<file path="config.mk">
export PLATFORM = sky130hd
export DESIGN_NAME = radio_enable_sequencer_flat
export DESIGN_NICKNAME = d
export VERILOG_FILES = /design/src/rtl/radio_enable_sequencer_if.sv /design/src/rtl/radio_enable_sequencer.sv /design/src/flat_wrapper.sv
export SDC_FILE = /design/constraint.sdc
export NUM_CORES = 1
export LEC_CHECK = 0
export CAP_MARGIN = 5
export CORE_ASPECT_RATIO = 1.1
export CORE_MARGIN = 3
export CORE_UTILIZATION = 35
export CTS_CLUSTER_DIAMETER = 50
export DETAILED_ROUTE_END_ITERATION = 10
export HOLD_SLACK_MARGIN = 0.06
export SYNTH_ARGS = -nofsm -noshare
export SYNTH_HDL_FRONTEND = slang
export SYNTH_SLANG_ARGS = --single-unit
</file>
<file path="constraint.sdc">
create_clock -name ck -period 2.15 [get_ports ck]
set_input_delay 0.215 -clock ck [delete_from_list [all_inputs] [get_ports ck]]
set_output_delay 0.215 -clock ck [all_outputs]
set_load 0.005 [all_outputs]
</file>
<file path="src/rtl/radio_enable_sequencer_if.sv">
// Radio control handshake between the S2->S3 crossing and the enable sequencer.
interface radio_enable_sequencer_if;
    logic isolateM1M2;
    logic radioEnable1;
    logic radioRxEn1;
    logic ldoEn;
    logic pllEn;
    logic rxEn;
    logic txEn;
    logic radioReady;
    logic seqBusy;
    logic abortPulse;

    // Requester side: drives the level requests and observes the rail enables.
    modport master (
        output isolateM1M2,
        output radioEnable1,
        output radioRxEn1,
        input  ldoEn,
        input  pllEn,
        input  rxEn,
        input  txEn,
        input  radioReady,
        input  seqBusy,
        input  abortPulse
    );

    // Sequencer side.
    modport slave (
        input  isolateM1M2,
        input  radioEnable1,
        input  radioRxEn1,
        output ldoEn,
        output pllEn,
        output rxEn,
        output txEn,
        output radioReady,
        output seqBusy,
        output abortPulse
    );
endinterface

</file>
<file path="src/rtl/radio_enable_sequencer.sv">
// Radio power sequencer: orders LDO, PLL and RX/TX enables from level requests,
// handles RX/TX turnaround, aborted power-ups and isolation.
module radio_enable_sequencer #(
    parameter int unsigned LDO_CYCLES    = 4,
    parameter int unsigned SETTLE_CYCLES = 16,
    parameter int unsigned TURN_CYCLES   = 2,
    parameter int unsigned RAMPDN_CYCLES = 4,
    parameter int unsigned CNT_W         = 8
) (
    input  logic                    ck,
    input  logic                    arst_n,
    radio_enable_sequencer_if.slave bus
);

    localparam logic [CNT_W-1:0] LDO_LOAD    = CNT_W'(LDO_CYCLES - 1);
    localparam logic [CNT_W-1:0] SETTLE_LOAD = CNT_W'(SETTLE_CYCLES - 1);
    localparam logic [CNT_W-1:0] TURN_LOAD   = CNT_W'(TURN_CYCLES - 1);
    localparam logic [CNT_W-1:0] RAMPDN_LOAD = CNT_W'(RAMPDN_CYCLES - 1);

    typedef enum logic [2:0] {
        S_OFF      = 3'd0,
        S_LDO_UP   = 3'd1,
        S_PLL_LOCK = 3'd2,
        S_ACTIVE   = 3'd3,
        S_TURN     = 3'd4,
        S_RAMP_DN  = 3'd5
    } state_t;

    state_t           state;
    state_t           state_nxt;
    logic [CNT_W-1:0] cnt;
    logic [CNT_W-1:0] cnt_nxt;
    logic             mode;
    logic             mode_nxt;
    logic             en_eff;

    logic ldo_en,  ldo_en_nxt;
    logic pll_en,  pll_en_nxt;
    logic rx_en,   rx_en_nxt;
    logic tx_en,   tx_en_nxt;
    logic ready,   ready_nxt;
    logic busy,    busy_nxt;
    logic abort,   abort_nxt;

    // Isolation masks the request; inputs are already synchronous to ck.
    assign en_eff = bus.radioEnable1 & ~bus.isolateM1M2;

    // Next-state, counter, mode latch and next-output decode.
    always_comb begin
        state_nxt  = state;
        cnt_nxt    = (cnt != '0) ? cnt - CNT_W'(1) : cnt;
        mode_nxt   = mode;
        abort_nxt  = 1'b0;

        unique case (state)
            S_OFF: begin
                if (en_eff) begin
                    state_nxt = S_LDO_UP;
                    cnt_nxt   = LDO_LOAD;
                    mode_nxt  = bus.radioRxEn1;
                end
            end
            S_LDO_UP: begin
                if (!en_eff) begin
                    state_nxt = S_RAMP_DN;
                    cnt_nxt   = RAMPDN_LOAD;
                    abort_nxt = 1'b1;
                end else if (cnt == '0) begin
                    state_nxt = S_PLL_LOCK;
                    cnt_nxt   = SETTLE_LOAD;
                end
            end
            S_PLL_LOCK: begin
                if (!en_eff) begin
                    state_nxt = S_RAMP_DN;
                    cnt_nxt   = RAMPDN_LOAD;
                    abort_nxt = 1'b1;
                end else if (cnt == '0) begin
                    state_nxt = S_ACTIVE;
                    cnt_nxt   = '0;
                    mode_nxt  = bus.radioRxEn1;
                end
            end
            S_ACTIVE: begin
                // Drop wins over a simultaneous mode change.
                if (!en_eff) begin
                    state_nxt = S_RAMP_DN;
                    cnt_nxt   = RAMPDN_LOAD;
                end else if (bus.radioRxEn1 != mode) begin
                    state_nxt = S_TURN;
                    cnt_nxt   = TURN_LOAD;
                end
            end
            S_TURN: begin
                if (!en_eff) begin
                    state_nxt = S_RAMP_DN;
                    cnt_nxt   = RAMPDN_LOAD;
                end else if (cnt == '0) begin
                    state_nxt = S_ACTIVE;
                    mode_nxt  = bus.radioRxEn1;
                end
            end
            S_RAMP_DN: begin
                // Ramp-down always runs to completion.
                if (cnt == '0) begin
                    state_nxt = S_OFF;
                end
            end
            default: begin
                state_nxt = S_OFF;
                cnt_nxt   = '0;
            end
        endcase

        // Outputs follow the next state so they switch on the same edge.
        ldo_en_nxt = 1'b0;
        pll_en_nxt = 1'b0;
        rx_en_nxt  = 1'b0;
        tx_en_nxt  = 1'b0;
        ready_nxt  = 1'b0;
        busy_nxt   = 1'b0;
        unique case (state_nxt)
            S_LDO_UP: begin
                ldo_en_nxt = 1'b1;
                busy_nxt   = 1'b1;
            end
            S_PLL_LOCK: begin
                ldo_en_nxt = 1'b1;
                pll_en_nxt = 1'b1;
                busy_nxt   = 1'b1;
            end
            S_ACTIVE: begin
                ldo_en_nxt = 1'b1;
                pll_en_nxt = 1'b1;
                ready_nxt  = 1'b1;
                rx_en_nxt  = mode_nxt;
                tx_en_nxt  = ~mode_nxt;
            end
            S_TURN: begin
                ldo_en_nxt = 1'b1;
                pll_en_nxt = 1'b1;
                busy_nxt   = 1'b1;
            end
            S_RAMP_DN: begin
                ldo_en_nxt = 1'b1;
                busy_nxt   = 1'b1;
            end
            default: begin
                ldo_en_nxt = 1'b0;
            end
        endcase
    end

    // State, counter, mode and registered outputs.
    always_ff @(posedge ck or negedge arst_n) begin
        if (!arst_n) begin
            state  <= S_OFF;
            cnt    <= '0;
            mode   <= 1'b1;
            ldo_en <= 1'b0;
            pll_en <= 1'b0;
            rx_en  <= 1'b0;
            tx_en  <= 1'b0;
            ready  <= 1'b0;
            busy   <= 1'b0;
            abort  <= 1'b0;
        end else begin
            state  <= state_nxt;
            cnt    <= cnt_nxt;
            mode   <= mode_nxt;
            ldo_en <= ldo_en_nxt;
            pll_en <= pll_en_nxt;
            rx_en  <= rx_en_nxt;
            tx_en  <= tx_en_nxt;
            ready  <= ready_nxt;
            busy   <= busy_nxt;
            abort  <= abort_nxt;
        end
    end

    assign bus.ldoEn      = ldo_en;
    assign bus.pllEn      = pll_en;
    assign bus.rxEn       = rx_en;
    assign bus.txEn       = tx_en;
    assign bus.radioReady = ready;
    assign bus.seqBusy    = busy;
    assign bus.abortPulse = abort;

endmodule

</file>
<file path="src/flat_wrapper.sv">
// flat-port wrapper written by rule: the top's interface ports become plain ports
module radio_enable_sequencer_flat 
#(
    parameter int unsigned LDO_CYCLES    = 4,
    parameter int unsigned SETTLE_CYCLES = 16,
    parameter int unsigned TURN_CYCLES   = 2,
    parameter int unsigned RAMPDN_CYCLES = 4,
    parameter int unsigned CNT_W         = 8
)
  (ck, arst_n, bus_isolateM1M2, bus_radioEnable1, bus_radioRxEn1, bus_ldoEn, bus_pllEn, bus_rxEn, bus_txEn, bus_radioReady, bus_seqBusy, bus_abortPulse);
  radio_enable_sequencer_if bus_i ();
  input  logic ck;
  input  logic arst_n;
  input wire logic [$bits(bus_i.isolateM1M2)-1:0] bus_isolateM1M2;
  input wire logic [$bits(bus_i.radioEnable1)-1:0] bus_radioEnable1;
  input wire logic [$bits(bus_i.radioRxEn1)-1:0] bus_radioRxEn1;
  output wire logic [$bits(bus_i.ldoEn)-1:0] bus_ldoEn;
  output wire logic [$bits(bus_i.pllEn)-1:0] bus_pllEn;
  output wire logic [$bits(bus_i.rxEn)-1:0] bus_rxEn;
  output wire logic [$bits(bus_i.txEn)-1:0] bus_txEn;
  output wire logic [$bits(bus_i.radioReady)-1:0] bus_radioReady;
  output wire logic [$bits(bus_i.seqBusy)-1:0] bus_seqBusy;
  output wire logic [$bits(bus_i.abortPulse)-1:0] bus_abortPulse;
  assign bus_i.isolateM1M2 = bus_isolateM1M2;
  assign bus_i.radioEnable1 = bus_radioEnable1;
  assign bus_i.radioRxEn1 = bus_radioRxEn1;
  assign bus_ldoEn = bus_i.ldoEn;
  assign bus_pllEn = bus_i.pllEn;
  assign bus_rxEn = bus_i.rxEn;
  assign bus_txEn = bus_i.txEn;
  assign bus_radioReady = bus_i.radioReady;
  assign bus_seqBusy = bus_i.seqBusy;
  assign bus_abortPulse = bus_i.abortPulse;
  radio_enable_sequencer #(.LDO_CYCLES(LDO_CYCLES), .SETTLE_CYCLES(SETTLE_CYCLES), .TURN_CYCLES(TURN_CYCLES), .RAMPDN_CYCLES(RAMPDN_CYCLES), .CNT_W(CNT_W)) u_core (.ck(ck), .arst_n(arst_n), .bus(bus_i));
endmodule
</file>
==> out/results.ini <==
[run_status]
status=complete, no violations

[detailed_routing]
wl_per_cell_um=13.90
routed_wl_um=2599
viasPerCell=5.513
drt_first_pass_iters=4
ant_nets=0
num_vias=1031
dr.first_iter.drc_count=46
drc=0

[floorplan]
dieArea_um2=4073
coreArea_um2=3127
start_util_pct=37.41
design.portCount=12
fp.dieH_um=66.64
die_w_um=61.13
row_count=21

[logic_synthesis]
synth-edff-count=0
ys_async_sr_fraction_pct=100.0
ys_ff_latch=19
synth_top_cell_by_area=dfrtp_1
syn_area_per_cell_um2=9.140
yosys-top-cells-area=dfrtp_1, a21oi_1, nand2b_1
synth_top_area_share_pct=38.50
netlist_area_um2=1170
netlist_top_cells_count=a21oi_1, dfrtp_1, nor2_1, nand2b_1, o21ai_0
synth_warnings=0
ys_seq_area_share_pct=40.75
ys_types=44
ys.flop_type=dfrtp_1
syn-num-nets=136
syn_inst=128

[sta]
relSlewSlack_pct=69.06
finalSetupViolCount=0
skew_ns=0.005990
hold_viol=0
fin_crit_sh_pct=96.30
fmax_mhz=483.0
worstMarginPinSlew_ns=0.4642
whs_ns=0.2312
rsz0062_at_grt=true
final_max_slew_viol_count=0
fin_crit_ns=2.071
layout_setup_ws_ns=0.07948

[place]
port_buffers=11
gp_routability_congestion=0.8081
dp.cells=178
pre_cts_ws_ns=0.06450
dp_hpwl_um=1955

[power]
p_int_mw=1.070
p_leak_nw=0.6101
power_frac_seq_pct=31.6
ir_drop_uv=512.3
fin_total_pwr_mw=1.810
combPwrFrac_pct=57.9
netSwitchingFraction_pct=40.92
switchingPower_uw=740.8
power_density_nw_per_um2=1227
p_clk_share_pct=10.5

[setup_path]
start_kind=register
crit_type=register to register
end_kind=register
crit_fanout=8
critical_path_arrival_ns=2.32
cp_cell_sequence=or4_4, nor3_4, inv_4, buf_4, maj3_2, o22ai_4, and2_1
slowest_stage=or4_4
required_ns=2.40
slowest_delay_ns=0.56

[grt]
track_usage_pct=14.73
grt_max_degree=20
grt_pass1_vias=965
grt_antenna_before_repair=0
grt_first_pass_wirelength_um=4409
globalRouteOverflowTotal=0

[clock_network]
hold_buffers=0
htree_levels=1
cts_tree=built
root_buffer=clkbuf_4
numCtsBuffers=3
cts.sinks=19
clock_tree.buffer_depth=2
clk_pin_slew_ns=0.12
clock_latency_ns=0.31

[final_layout]
fill_cells=299
diodes=0
regMostFlops=u_core.cnt
nNetsFinal=162
drive_gt1_share_pct=22.22
instances_no_fill=187
reg.largest.list=u_core.cnt x8, u_core.state x3
area.growth.synth_to_final_pct=26.10
seq_area_um2=476.7
multiInputGateArea_um2=659.4
largest_reg_flops=8

[flow_run]
cap_violations=0

[worst_hold_path]
hold_class=input port to asynchronous set/reset pin

==> worst max-delay path: cells and delay by family (launching register included) <==
kind            cells  cell delay (ns)
compound gates      1             0.17
fa+ha+maj           1             0.32
buf+inv             2             0.23
flops               1             0.40
simple gates        3             0.89
==> layout make-up <==
cell class | instances | area share [%]
sequential | 19 | 32.32
tap | 34 | 2.884
clock inverter | 1 | 0.5089
inverter | 5 | 1.442
clock buffer | 3 | 1.527
multi-input combinational | 96 | 44.70
timing repair buffer | 29 | 16.62
==> power by group through the flow <==
stage	Clock, mW	Combinational [mW]	Sequential [mW]
6_report	0.190	1.05	0.572
5_1_grt	0.225	1.16	0.589
4_1_cts	0.209	0.978	0.579
3_5_place_dp	0	0.971	0.589
3_3_place_gp	0	0.948	0.584
2_1_floorplan	0	0.688	0.548
==> cells in the final DEF, fill, tap and decap left out, types with 2 or more instances in the layout <==
master,count
a211o_1,2
a21oi_1,18
buf_4,18
clkbuf_4,3
clkdlybuf4s50_1,11
dfrtp_1,18
inv_1,4
nand2_1,5
nand2b_1,8
nand3_1,3
nor2_1,11
nor2b_1,3
nor3_1,3
o21ai_0,6
o22ai_1,2
xnor2_1,5
xor2_1,2
==> through the flow <==
stage	area, um^2	TNS (ns)	util, %
floorplan	1182	0	-
global placement	1401	0	44.82
detailed placement	1401	0	44.82
CTS	1431	0	45.78
global route	1475	-0.009921	47.18
finish	1475	0	47.18
==> layer usage <==
metal | vias to the layer above | track usage (%) | part of all wire, %
met5 | - | 0 | 0
met4 | 0 | 8.672 | 2.4
met3 | 5 | 1.938 | 4.5
met2 | 32 | 23.41 | 48
met1 | 485 | 18.56 | 45
li1 | 509 | - | -
==> final timing paths <==
check | startpoint | endpoint | slack (ns) | depth (start not counted)
max | u_core.cnt[3] | u_core.bus.rxEn | 0.08 | 7
max reg2reg | u_core.cnt[3] | u_core.bus.rxEn | 0.08 | 7
max in group asynchronous | arst_n | u_core.mode | 1.65 | 2
min reg2reg | u_core.mode | u_core.mode | 0.56 | 2
min in group ck | u_core.mode | u_core.mode | 0.56 | 2
min | arst_n | u_core.state[1] | 0.23 | 2
==> logic make-up (layout without fill, tap and decap cells) <==
group                    count (synthesis)  after routing  share of synthesized area [%]
adder cells (fa/ha/maj)                  4              4                          4.171
multiplexers                             1              1                         0.8556
flip-flops                              19             19                          40.75
AO/OA/AOI/OAI                           41             41                          23.32
AND/OR/NAND/NOR                         43             43                          21.18
buffers and inverters                   13             38                          4.491
XOR/XNOR                                 7              7                          5.241
==> repair_timing <==
item,CTS,global route
gates resized for setup,0,3
setup buffers,0,5
endpoints found under the setup margin,0,1
(Power assumes the default switching activity.)
